### src/rtl/h2c_cmd_decoder_pkg.sv
// Shared definitions for the h2c command decoder: opcodes, header layout, FSM states.
package h2c_cmd_decoder_pkg;

    localparam int unsigned H2C_DATA_W  = 256;
    localparam int unsigned H2C_INSTR_W = 64;
    localparam int unsigned H2C_IMEM_AW = 10;

    localparam logic [7:0] H2C_OP_LOAD       = 8'h01;
    localparam logic [7:0] H2C_OP_START      = 8'h02;
    localparam logic [7:0] H2C_OP_USER_RST   = 8'h03;
    localparam logic [7:0] H2C_OP_PER_CFG    = 8'h04;
    localparam logic [7:0] H2C_OP_RBE_SWITCH = 8'h05;
    localparam logic [7:0] H2C_OP_DLL_TOGGLE = 8'h06;
    localparam logic [7:0] H2C_OP_CLR_ERR    = 8'h07;

    // Header occupies tdata[63:0]: op [7:0], len [31:16], arg [63:32]
    typedef struct packed {
        logic [31:0] arg;
        logic [15:0] len;
        logic [7:0]  rsvd;
        logic [7:0]  op;
    } h2c_hdr_t;

    typedef enum logic [1:0] {
        ST_HDR   = 2'd0,
        ST_LOAD  = 2'd1,
        ST_DRAIN = 2'd2
    } h2c_state_e;

    function automatic int unsigned h2c_lanes(input int unsigned data_w, input int unsigned instr_w);
        return data_w / instr_w;
    endfunction

endpackage

### src/rtl/h2c_cmd_decoder_if.sv
// h2c stream plus instruction-memory write port seen by the command decoder.
interface h2c_cmd_decoder_if #(
    parameter int unsigned DATA_W  = 256,
    parameter int unsigned INSTR_W = 64,
    parameter int unsigned IMEM_AW = 10
) ();
    logic [DATA_W-1:0]   h2c_tdata;
    logic                h2c_tvalid;
    logic                h2c_tlast;
    logic [DATA_W/8-1:0] h2c_tkeep;
    logic                h2c_tready;
    logic                imem_we;
    logic [IMEM_AW-1:0]  imem_addr;
    logic [INSTR_W-1:0]  imem_wdata;
    logic                imem_ready;

    modport master (
        output h2c_tdata, h2c_tvalid, h2c_tlast, h2c_tkeep, imem_ready,
        input  h2c_tready, imem_we, imem_addr, imem_wdata
    );

    modport slave (
        input  h2c_tdata, h2c_tvalid, h2c_tlast, h2c_tkeep, imem_ready,
        output h2c_tready, imem_we, imem_addr, imem_wdata
    );
endinterface

### src/rtl/h2c_cmd_decoder_lane_unpacker.sv
// Splits one DATA_W payload beat into LANES serial instruction writes, lane 0 first,
// holding the write strobe until imem_ready.
module h2c_lane_unpacker
    import h2c_cmd_decoder_pkg::*;
#(
    parameter int unsigned DATA_W  = H2C_DATA_W,
    parameter int unsigned INSTR_W = H2C_INSTR_W,
    parameter int unsigned IMEM_AW = H2C_IMEM_AW
) (
    input  logic               clk,
    input  logic               rst_l,
    input  logic               load,
    input  logic [DATA_W-1:0]  beat,
    input  logic               addr_set,
    input  logic [IMEM_AW-1:0] addr_base,
    input  logic               imem_ready,
    output logic               imem_we,
    output logic [IMEM_AW-1:0] imem_addr,
    output logic [INSTR_W-1:0] imem_wdata,
    output logic               drain_nx_c
);
    localparam int unsigned LANES = h2c_lanes(DATA_W, INSTR_W);
    localparam int unsigned CNT_W = $clog2(LANES + 1);

    logic [DATA_W-1:0]  sreg_q, sreg_n;
    logic [CNT_W-1:0]   cnt_q, cnt_n;
    logic [IMEM_AW-1:0] addr_q, addr_n;
    logic               we_q, we_n;
    logic               wr_c;

    assign wr_c       = we_q & imem_ready;
    // Empty next cycle unless a new beat is loaded
    assign drain_nx_c = (cnt_q == '0) || ((cnt_q == CNT_W'(1)) && imem_ready);

    always_comb begin
        sreg_n = sreg_q;
        cnt_n  = cnt_q;
        addr_n = addr_q;
        if (addr_set) begin
            addr_n = addr_base;
        end
        if (load) begin
            sreg_n = beat;
            cnt_n  = CNT_W'(LANES);
        end else if (wr_c) begin
            sreg_n = sreg_q >> INSTR_W;
            cnt_n  = cnt_q - CNT_W'(1);
            addr_n = addr_q + IMEM_AW'(1);
        end
        we_n = (cnt_n != '0);
    end

    always_ff @(posedge clk or negedge rst_l) begin
        if (!rst_l) begin
            sreg_q <= '0;
            cnt_q  <= '0;
            addr_q <= '0;
            we_q   <= 1'b0;
        end else begin
            sreg_q <= sreg_n;
            cnt_q  <= cnt_n;
            addr_q <= addr_n;
            we_q   <= we_n;
        end
    end

    assign imem_we    = we_q;
    assign imem_addr  = addr_q;
    assign imem_wdata = sreg_q[INSTR_W-1:0];

endmodule

### src/rtl/h2c_cmd_decoder.sv
// Host-to-card command receiver: decodes framed h2c packets into imem writes and
// control pulses for the pipeline and readback engine.
module h2c_cmd_decoder
    import h2c_cmd_decoder_pkg::*;
#(
    parameter int unsigned DATA_W  = H2C_DATA_W,
    parameter int unsigned INSTR_W = H2C_INSTR_W,
    parameter int unsigned IMEM_AW = H2C_IMEM_AW
) (
    input  logic               clk,
    input  logic               rst_l,
    h2c_cmd_decoder_if.slave   bus,
    input  logic               softmc_busy,
    output logic               start,
    output logic [IMEM_AW-1:0] start_addr,
    output logic               user_rst,
    output logic               rbe_switch,
    output logic               dll_toggle,
    output logic [2:0]         per_en,
    output logic               err
);
    h2c_state_e         state_q, state_n;
    logic [15:0]        rem_q, rem_n;
    logic               load_end_q, load_end_n, end_drain_q, end_drain_n;
    logic               alive_q, tready_q, tready_n, err_q, err_n;
    logic               start_q, start_n, urst_q, urst_n, rbe_q, rbe_n, dll_q, dll_n;
    logic [IMEM_AW-1:0] start_addr_q, start_addr_n;
    logic [2:0]         per_en_q, per_en_n;
    logic               err_set, err_clr, unp_load_c, addr_set_c, drain_nx_c;
    logic               acc_c, framed_c, unused_c;
    h2c_hdr_t           hdr;

    assign hdr      = h2c_hdr_t'(bus.h2c_tdata[63:0]);
    assign acc_c    = bus.h2c_tvalid & tready_q;
    assign framed_c = (hdr.len == 16'd0) && bus.h2c_tlast;
    assign unused_c = ^{hdr.rsvd, hdr.arg[31:IMEM_AW], bus.h2c_tkeep};

    always_comb begin
        state_n      = state_q;
        rem_n        = rem_q;
        load_end_n   = load_end_q;
        end_drain_n  = end_drain_q;
        start_addr_n = start_addr_q;
        per_en_n     = per_en_q;
        start_n      = 1'b0;
        urst_n       = 1'b0;
        rbe_n        = 1'b0;
        dll_n        = 1'b0;
        err_set      = 1'b0;
        err_clr      = 1'b0;
        unp_load_c   = 1'b0;
        addr_set_c   = 1'b0;
        unique case (state_q)
            ST_HDR: begin
                if (acc_c) begin
                    case (hdr.op)
                        H2C_OP_LOAD: begin
                            addr_set_c = 1'b1;
                            if ((hdr.len != 16'd0) && !bus.h2c_tlast) begin
                                state_n = ST_LOAD;
                                rem_n   = hdr.len;
                            end else if (!framed_c) begin
                                err_set = 1'b1;
                                state_n = bus.h2c_tlast ? ST_HDR : ST_DRAIN;
                            end
                        end
                        H2C_OP_START: begin
                            if (softmc_busy) begin
                                err_set = 1'b1;
                            end else begin
                                start_n      = 1'b1;
                                start_addr_n = hdr.arg[IMEM_AW-1:0];
                            end
                        end
                        H2C_OP_USER_RST:   urst_n   = 1'b1;
                        H2C_OP_PER_CFG:    per_en_n = hdr.arg[2:0];
                        H2C_OP_RBE_SWITCH: rbe_n    = 1'b1;
                        H2C_OP_DLL_TOGGLE: dll_n    = 1'b1;
                        H2C_OP_CLR_ERR:    err_clr  = 1'b1;
                        default:           err_set  = 1'b1;
                    endcase
                    // Single-beat commands must be exactly one beat long; op still executes
                    if ((hdr.op != H2C_OP_LOAD) && !framed_c) begin
                        err_set = 1'b1;
                        state_n = bus.h2c_tlast ? ST_HDR : ST_DRAIN;
                    end
                end
            end
            ST_LOAD: begin
                if (load_end_q) begin
                    if (drain_nx_c) begin
                        state_n    = end_drain_q ? ST_DRAIN : ST_HDR;
                        load_end_n = 1'b0;
                    end
                end else if (acc_c) begin
                    unp_load_c = 1'b1;
                    rem_n      = rem_q - 16'd1;
                    if (bus.h2c_tlast) begin
                        load_end_n  = 1'b1;
                        end_drain_n = 1'b0;
                        err_set     = (rem_q != 16'd1);
                    end else if (rem_q == 16'd1) begin
                        load_end_n  = 1'b1;
                        end_drain_n = 1'b1;
                        err_set     = 1'b1;
                    end
                end
            end
            ST_DRAIN: begin
                if (acc_c && bus.h2c_tlast) begin
                    state_n = ST_HDR;
                end
            end
            default: state_n = ST_HDR;
        endcase
        err_n    = err_set | (err_q & ~err_clr);
        tready_n = alive_q & ((state_n != ST_LOAD) | (drain_nx_c & ~unp_load_c & ~load_end_n));
    end

    always_ff @(posedge clk or negedge rst_l) begin
        if (!rst_l) begin
            state_q      <= ST_HDR;
            rem_q        <= '0;
            load_end_q   <= 1'b0;
            end_drain_q  <= 1'b0;
            alive_q      <= 1'b0;
            tready_q     <= 1'b0;
            err_q        <= 1'b0;
            start_q      <= 1'b0;
            urst_q       <= 1'b0;
            rbe_q        <= 1'b0;
            dll_q        <= 1'b0;
            start_addr_q <= '0;
            per_en_q     <= '0;
        end else begin
            state_q      <= state_n;
            rem_q        <= rem_n;
            load_end_q   <= load_end_n;
            end_drain_q  <= end_drain_n;
            alive_q      <= 1'b1;
            tready_q     <= tready_n;
            err_q        <= err_n;
            start_q      <= start_n;
            urst_q       <= urst_n;
            rbe_q        <= rbe_n;
            dll_q        <= dll_n;
            start_addr_q <= start_addr_n;
            per_en_q     <= per_en_n;
        end
    end

    h2c_lane_unpacker #(
        .DATA_W  (DATA_W),
        .INSTR_W (INSTR_W),
        .IMEM_AW (IMEM_AW)
    ) u_unpacker (
        .clk        (clk),
        .rst_l      (rst_l),
        .load       (unp_load_c),
        .beat       (bus.h2c_tdata),
        .addr_set   (addr_set_c),
        .addr_base  (hdr.arg[IMEM_AW-1:0]),
        .imem_ready (bus.imem_ready),
        .imem_we    (bus.imem_we),
        .imem_addr  (bus.imem_addr),
        .imem_wdata (bus.imem_wdata),
        .drain_nx_c (drain_nx_c)
    );

    assign bus.h2c_tready = tready_q;
    assign start          = start_q;
    assign start_addr     = start_addr_q;
    assign user_rst       = urst_q;
    assign rbe_switch     = rbe_q;
    assign dll_toggle     = dll_q;
    assign per_en         = per_en_q;
    assign err            = err_q;

endmodule
### src/flat_wrapper.sv
// flat-port wrapper written by rule: the top's interface ports become plain ports
module h2c_cmd_decoder_flat import h2c_cmd_decoder_pkg::*;
#(
    parameter int unsigned DATA_W  = H2C_DATA_W,
    parameter int unsigned INSTR_W = H2C_INSTR_W,
    parameter int unsigned IMEM_AW = H2C_IMEM_AW
)
  (clk, rst_l, softmc_busy, start, start_addr, user_rst, rbe_switch, dll_toggle, per_en, err, bus_h2c_tdata, bus_h2c_tvalid, bus_h2c_tlast, bus_h2c_tkeep, bus_imem_ready, bus_h2c_tready, bus_imem_we, bus_imem_addr, bus_imem_wdata);
  h2c_cmd_decoder_if #(.DATA_W(DATA_W), .INSTR_W(INSTR_W), .IMEM_AW(IMEM_AW)) bus_i ();
  input  logic clk;
  input  logic rst_l;
  input  logic softmc_busy;
  output logic start;
  output logic [IMEM_AW-1:0] start_addr;
  output logic user_rst;
  output logic rbe_switch;
  output logic dll_toggle;
  output logic [2:0] per_en;
  output logic err;
  input wire logic [$bits(bus_i.h2c_tdata)-1:0] bus_h2c_tdata;
  input wire logic [$bits(bus_i.h2c_tvalid)-1:0] bus_h2c_tvalid;
  input wire logic [$bits(bus_i.h2c_tlast)-1:0] bus_h2c_tlast;
  input wire logic [$bits(bus_i.h2c_tkeep)-1:0] bus_h2c_tkeep;
  input wire logic [$bits(bus_i.imem_ready)-1:0] bus_imem_ready;
  output wire logic [$bits(bus_i.h2c_tready)-1:0] bus_h2c_tready;
  output wire logic [$bits(bus_i.imem_we)-1:0] bus_imem_we;
  output wire logic [$bits(bus_i.imem_addr)-1:0] bus_imem_addr;
  output wire logic [$bits(bus_i.imem_wdata)-1:0] bus_imem_wdata;
  assign bus_i.h2c_tdata = bus_h2c_tdata;
  assign bus_i.h2c_tvalid = bus_h2c_tvalid;
  assign bus_i.h2c_tlast = bus_h2c_tlast;
  assign bus_i.h2c_tkeep = bus_h2c_tkeep;
  assign bus_i.imem_ready = bus_imem_ready;
  assign bus_h2c_tready = bus_i.h2c_tready;
  assign bus_imem_we = bus_i.imem_we;
  assign bus_imem_addr = bus_i.imem_addr;
  assign bus_imem_wdata = bus_i.imem_wdata;
  h2c_cmd_decoder #(.DATA_W(DATA_W), .INSTR_W(INSTR_W), .IMEM_AW(IMEM_AW)) u_core (.clk(clk), .rst_l(rst_l), .bus(bus_i), .softmc_busy(softmc_busy), .start(start), .start_addr(start_addr), .user_rst(user_rst), .rbe_switch(rbe_switch), .dll_toggle(dll_toggle), .per_en(per_en), .err(err));
endmodule
### config.mk
export PLATFORM = sky130hd
export DESIGN_NAME = h2c_cmd_decoder_flat
export DESIGN_NICKNAME = d
export VERILOG_FILES = /design/src/rtl/h2c_cmd_decoder_pkg.sv /design/src/rtl/h2c_cmd_decoder_if.sv /design/src/rtl/h2c_cmd_decoder_lane_unpacker.sv /design/src/rtl/h2c_cmd_decoder.sv /design/src/flat_wrapper.sv
export SDC_FILE = /design/constraint.sdc
export NUM_CORES = 1
export LEC_CHECK = 0
export CAP_MARGIN = 20
export CORE_ASPECT_RATIO = 0.75
export CORE_UTILIZATION = 50
export DETAILED_ROUTE_END_ITERATION = 16
export DONT_BUFFER_PORTS = 1
export PLACE_DENSITY = 0.77
export SYNTH_ARGS = -nofsm -noshare
export SYNTH_HDL_FRONTEND = slang
export SYNTH_SLANG_ARGS = --single-unit
### constraint.sdc
create_clock -name clk -period 2.7 [get_ports clk]
set_clock_uncertainty 0.2 [all_clocks]
set_input_delay 0.27 -clock clk [delete_from_list [all_inputs] [get_ports clk]]
set_output_delay 0.27 -clock clk [all_outputs]
set_load 0.1 [all_outputs]
==> results.cfg <==
[global_routing]
grt_pass1_wl_um = 71230
grt_pass1_vias = 12970
grt_start_max_net_pins = 311
antenna_found_initial = 10
groute.usage.overall = 0.3108
globalRoute.totalOverflow = 0

[cells_and_area]
final_nets = 2206
layout-drive-gt1-share = 0.08684
fin_util = 0.6555
nFillCells = 2118
final_cell_mix = nand2_1 (538), dfrtp_1 (307), dlygate4sd3_1 (268), nor2_1 (216), a31oi_1 (194)
final_common_cell = nand2_1
multi_input_area_sq_um = 5642
synthToLayoutAreaGrowth_pct = 28.39
register_area_sq_um = 7761

[critical_path]
worstPathRequired_ns = 2.95
worstSetupStartpointType = flop
path_max_fanout = 8
crit_type = reg -> reg
critPathArrivalTime_ns = 2.83
crit_path_end_kind = flop

[timing]
finalSetupTns_ns = 0
fmax_mhz = 387.1
rsz0062_at_grt = no
hold_slack_ns = -0.7987
relSlewSlack = 0.3202
min_period_over_period = 0.9567
slew_violations = 0
finalHoldViolations = 310
tightest_slew_ns = 1.020
fin_ws_ns = 0.1170
final.min_clock_period_ns = 2.583
setup_viol = 0

[place]
dp.final_hpwl_um = 27790
place_ws_ns = 0.1348
io_buffers = 0
gp_congestion = 0.9071

[outcome]
status = finished, violations left
violations = hold timing

[synthesis]
synth_cell_types = 51
syn-cell-area_sq_um = 14360
ys_ff_latch = 310
yosysSeqAreaShare = 0.5404
synth_ff_type = dfrtp_1
yosys-top-cells-area = dfrtp_1 (54%), nand2_1 (14%), a31oi_1 (8.5%)
yosysWarnings = 0
syn_nets = 1999
synth_edf_count = 0
synth.top_cell.area_share = 0.5404
async_flop_share = 1.000
synth.avg_cell_area_sq_um = 8.465
synthCells = 1696
yosysTopAreaCell = dfrtp_1

[floorplan]
dieHeight_um = 148.7
num_io_pins = 388
start_util = 0.5106
rows = 53
die_x_um = 197.7
core_area_sq_um = 28120
die_area_sq_um = 29400

[clock_tree]
cts_tree = done
cts_sinks = 310
cts-hold-fix-buffers = 268
cts_made_buffers = 31
h-tree-depth = 1
cts_buffer_depth = 3
clock-root-buffer = clkbuf_16
clock_latency_ns = 0.58
clk_pin_slew_ns = 0.06

[routing]
wl_per_cell_um = 20.36
final_antenna_net_count = 0
routed_via_density = 5.814
first_pass_iters = 6
wl_met1_um = 19850
finalWirelength_um = 47230
drc_errors = 0
dr.max_layer_used = met4
drt_iter0_drc = 1312
route.met3.wl_um = 4517
vias = 13490
met2_length_um = 21260

[power_and_ir_drop]
p_leak_uw = 0.008552
power_density_nw_per_um2 = 634.0
peakVddDrop_uv = 485.0
total_power_uw = 11690

[worst_hold_path]
hold_path_class = in -> async

[run]
drv_cap = 0
## worst max-delay path: stages (launching register included)
cell           delay, ns
dfrtp_2             0.44
nor4bb_1            0.27
buf_4               0.18
nand2_1             0.07
nor4_2              0.18
buf_4               0.21
mux2_2              0.35
dlygate4sd3_1       0.56
## flip-flops by register name, summed over array words and instances, names as in the netlist, 2 cells and up
| register | cells |
|---|---|
| u_core.u_unpacker.cnt_q | 3 |
| u_core.per_en | 3 |
| u_core.rem_q | 16 |
| u_core.u_unpacker.imem_addr | 10 |
| u_core.start_addr | 10 |
| u_core.u_unpacker.sreg_q | 256 |
| u_core.state_q | 2 |
## synthesized netlist by cell type, types with 3 or more instances
cell / instances
buf_1: 7
a32oi_1: 3
or4_1: 6
nand4_1: 8
inv_1: 11
dfrtp_1: 310
clkbuf_1: 114
a31oi_1: 194
a22oi_1: 4
nor3_1: 11
ha_1: 9
o21ai_0: 27
and2_1: 3
a21oi_1: 27
nor4_1: 8
a22o_1: 3
o22ai_1: 5
nand3_1: 70
nand2_1: 539
nor2_1: 216
buf_4: 65
nand2b_1: 3
mux2_2: 13
or3_1: 3
## layout make-up
cell class,instances,area share
multi-input combinational,1188,0.3061
inverter,11,0.002240
tap,385,0.02614
sequential,310,0.4211
clock buffer,44,0.04799
timing repair buffer,361,0.1889
antenna,12,0.001629
clock inverter,9,0.005974
## routing by layer
metal	vias up	GRT usage
li1	6066	-
met1	6465	0.4435
met2	821	0.4657
met3	137	0.06964
met4	0	0.1116
met5	-	0
## path summary, 6_finish.rpt
path | start | to | slack [ns] | depth (start not counted)
max reg2reg | u_core.state_q[1]$_DFF_PN0_ | u_core.start_addr[8]$_DFFE_PN0P_ | 0.12 | 7
min reg2reg | u_core.alive_q$_DFF_PN0_ | u_core.bus.h2c_tready$_DFF_PN0_ | 0.27 | 1
min in group clk | bus_h2c_tvalid | u_core.u_unpacker.cnt_q[0]$_DFF_PN0_ | 0.06 | 4
max in group asynchronous | rst_l | u_core.u_unpacker.sreg_q[215]$_DFFE_PN0P_ | 2.42 | 0
min | rst_l | u_core.start_addr[9]$_DFFE_PN0P_ | -0.80 | 0
max | u_core.state_q[1]$_DFF_PN0_ | u_core.start_addr[8]$_DFFE_PN0P_ | 0.12 | 7
## per-stage QoR
stage          area, sq um  instances
2_1_floorplan        14360       1696
3_3_place_gp         14650       1978
3_5_place_dp         14650       1978
4_1_cts              18330       2299
5_1_grt              18430       2318
6_report             18430       2320
## what timing repair did
| action | in CTS | in global routing |
|---|---|---|
| gates resized for setup | 0 | 3 |
| endpoints found under the setup margin | 0 | 3 |
| endpoints found under the hold margin | 615 | 310 |
| buffers inserted | 0 | 9 |
## kinds of logic after synthesis
logic type	Yosys count	share of synthesized area
buffers and inverters	198	0.06885
AO/OA/AOI/OAI	281	0.1223
multiplexers	15	0.01159
adder cells (fa/ha/maj)	9	0.007844
flip-flops	310	0.5404
XOR/XNOR	2	0.001220
other	1	0.0002612
AND/OR/NAND/NOR	880	0.2476
## where the power goes
part           switching, uW  internal, uW  total (uW)  leakage [uW]
registers                339          4880        5220       0.00425
logic                   1440           715        2160       0.00381
clock network           1840          2460        4300      0.000491
Power figures use the tool's default switching activity.
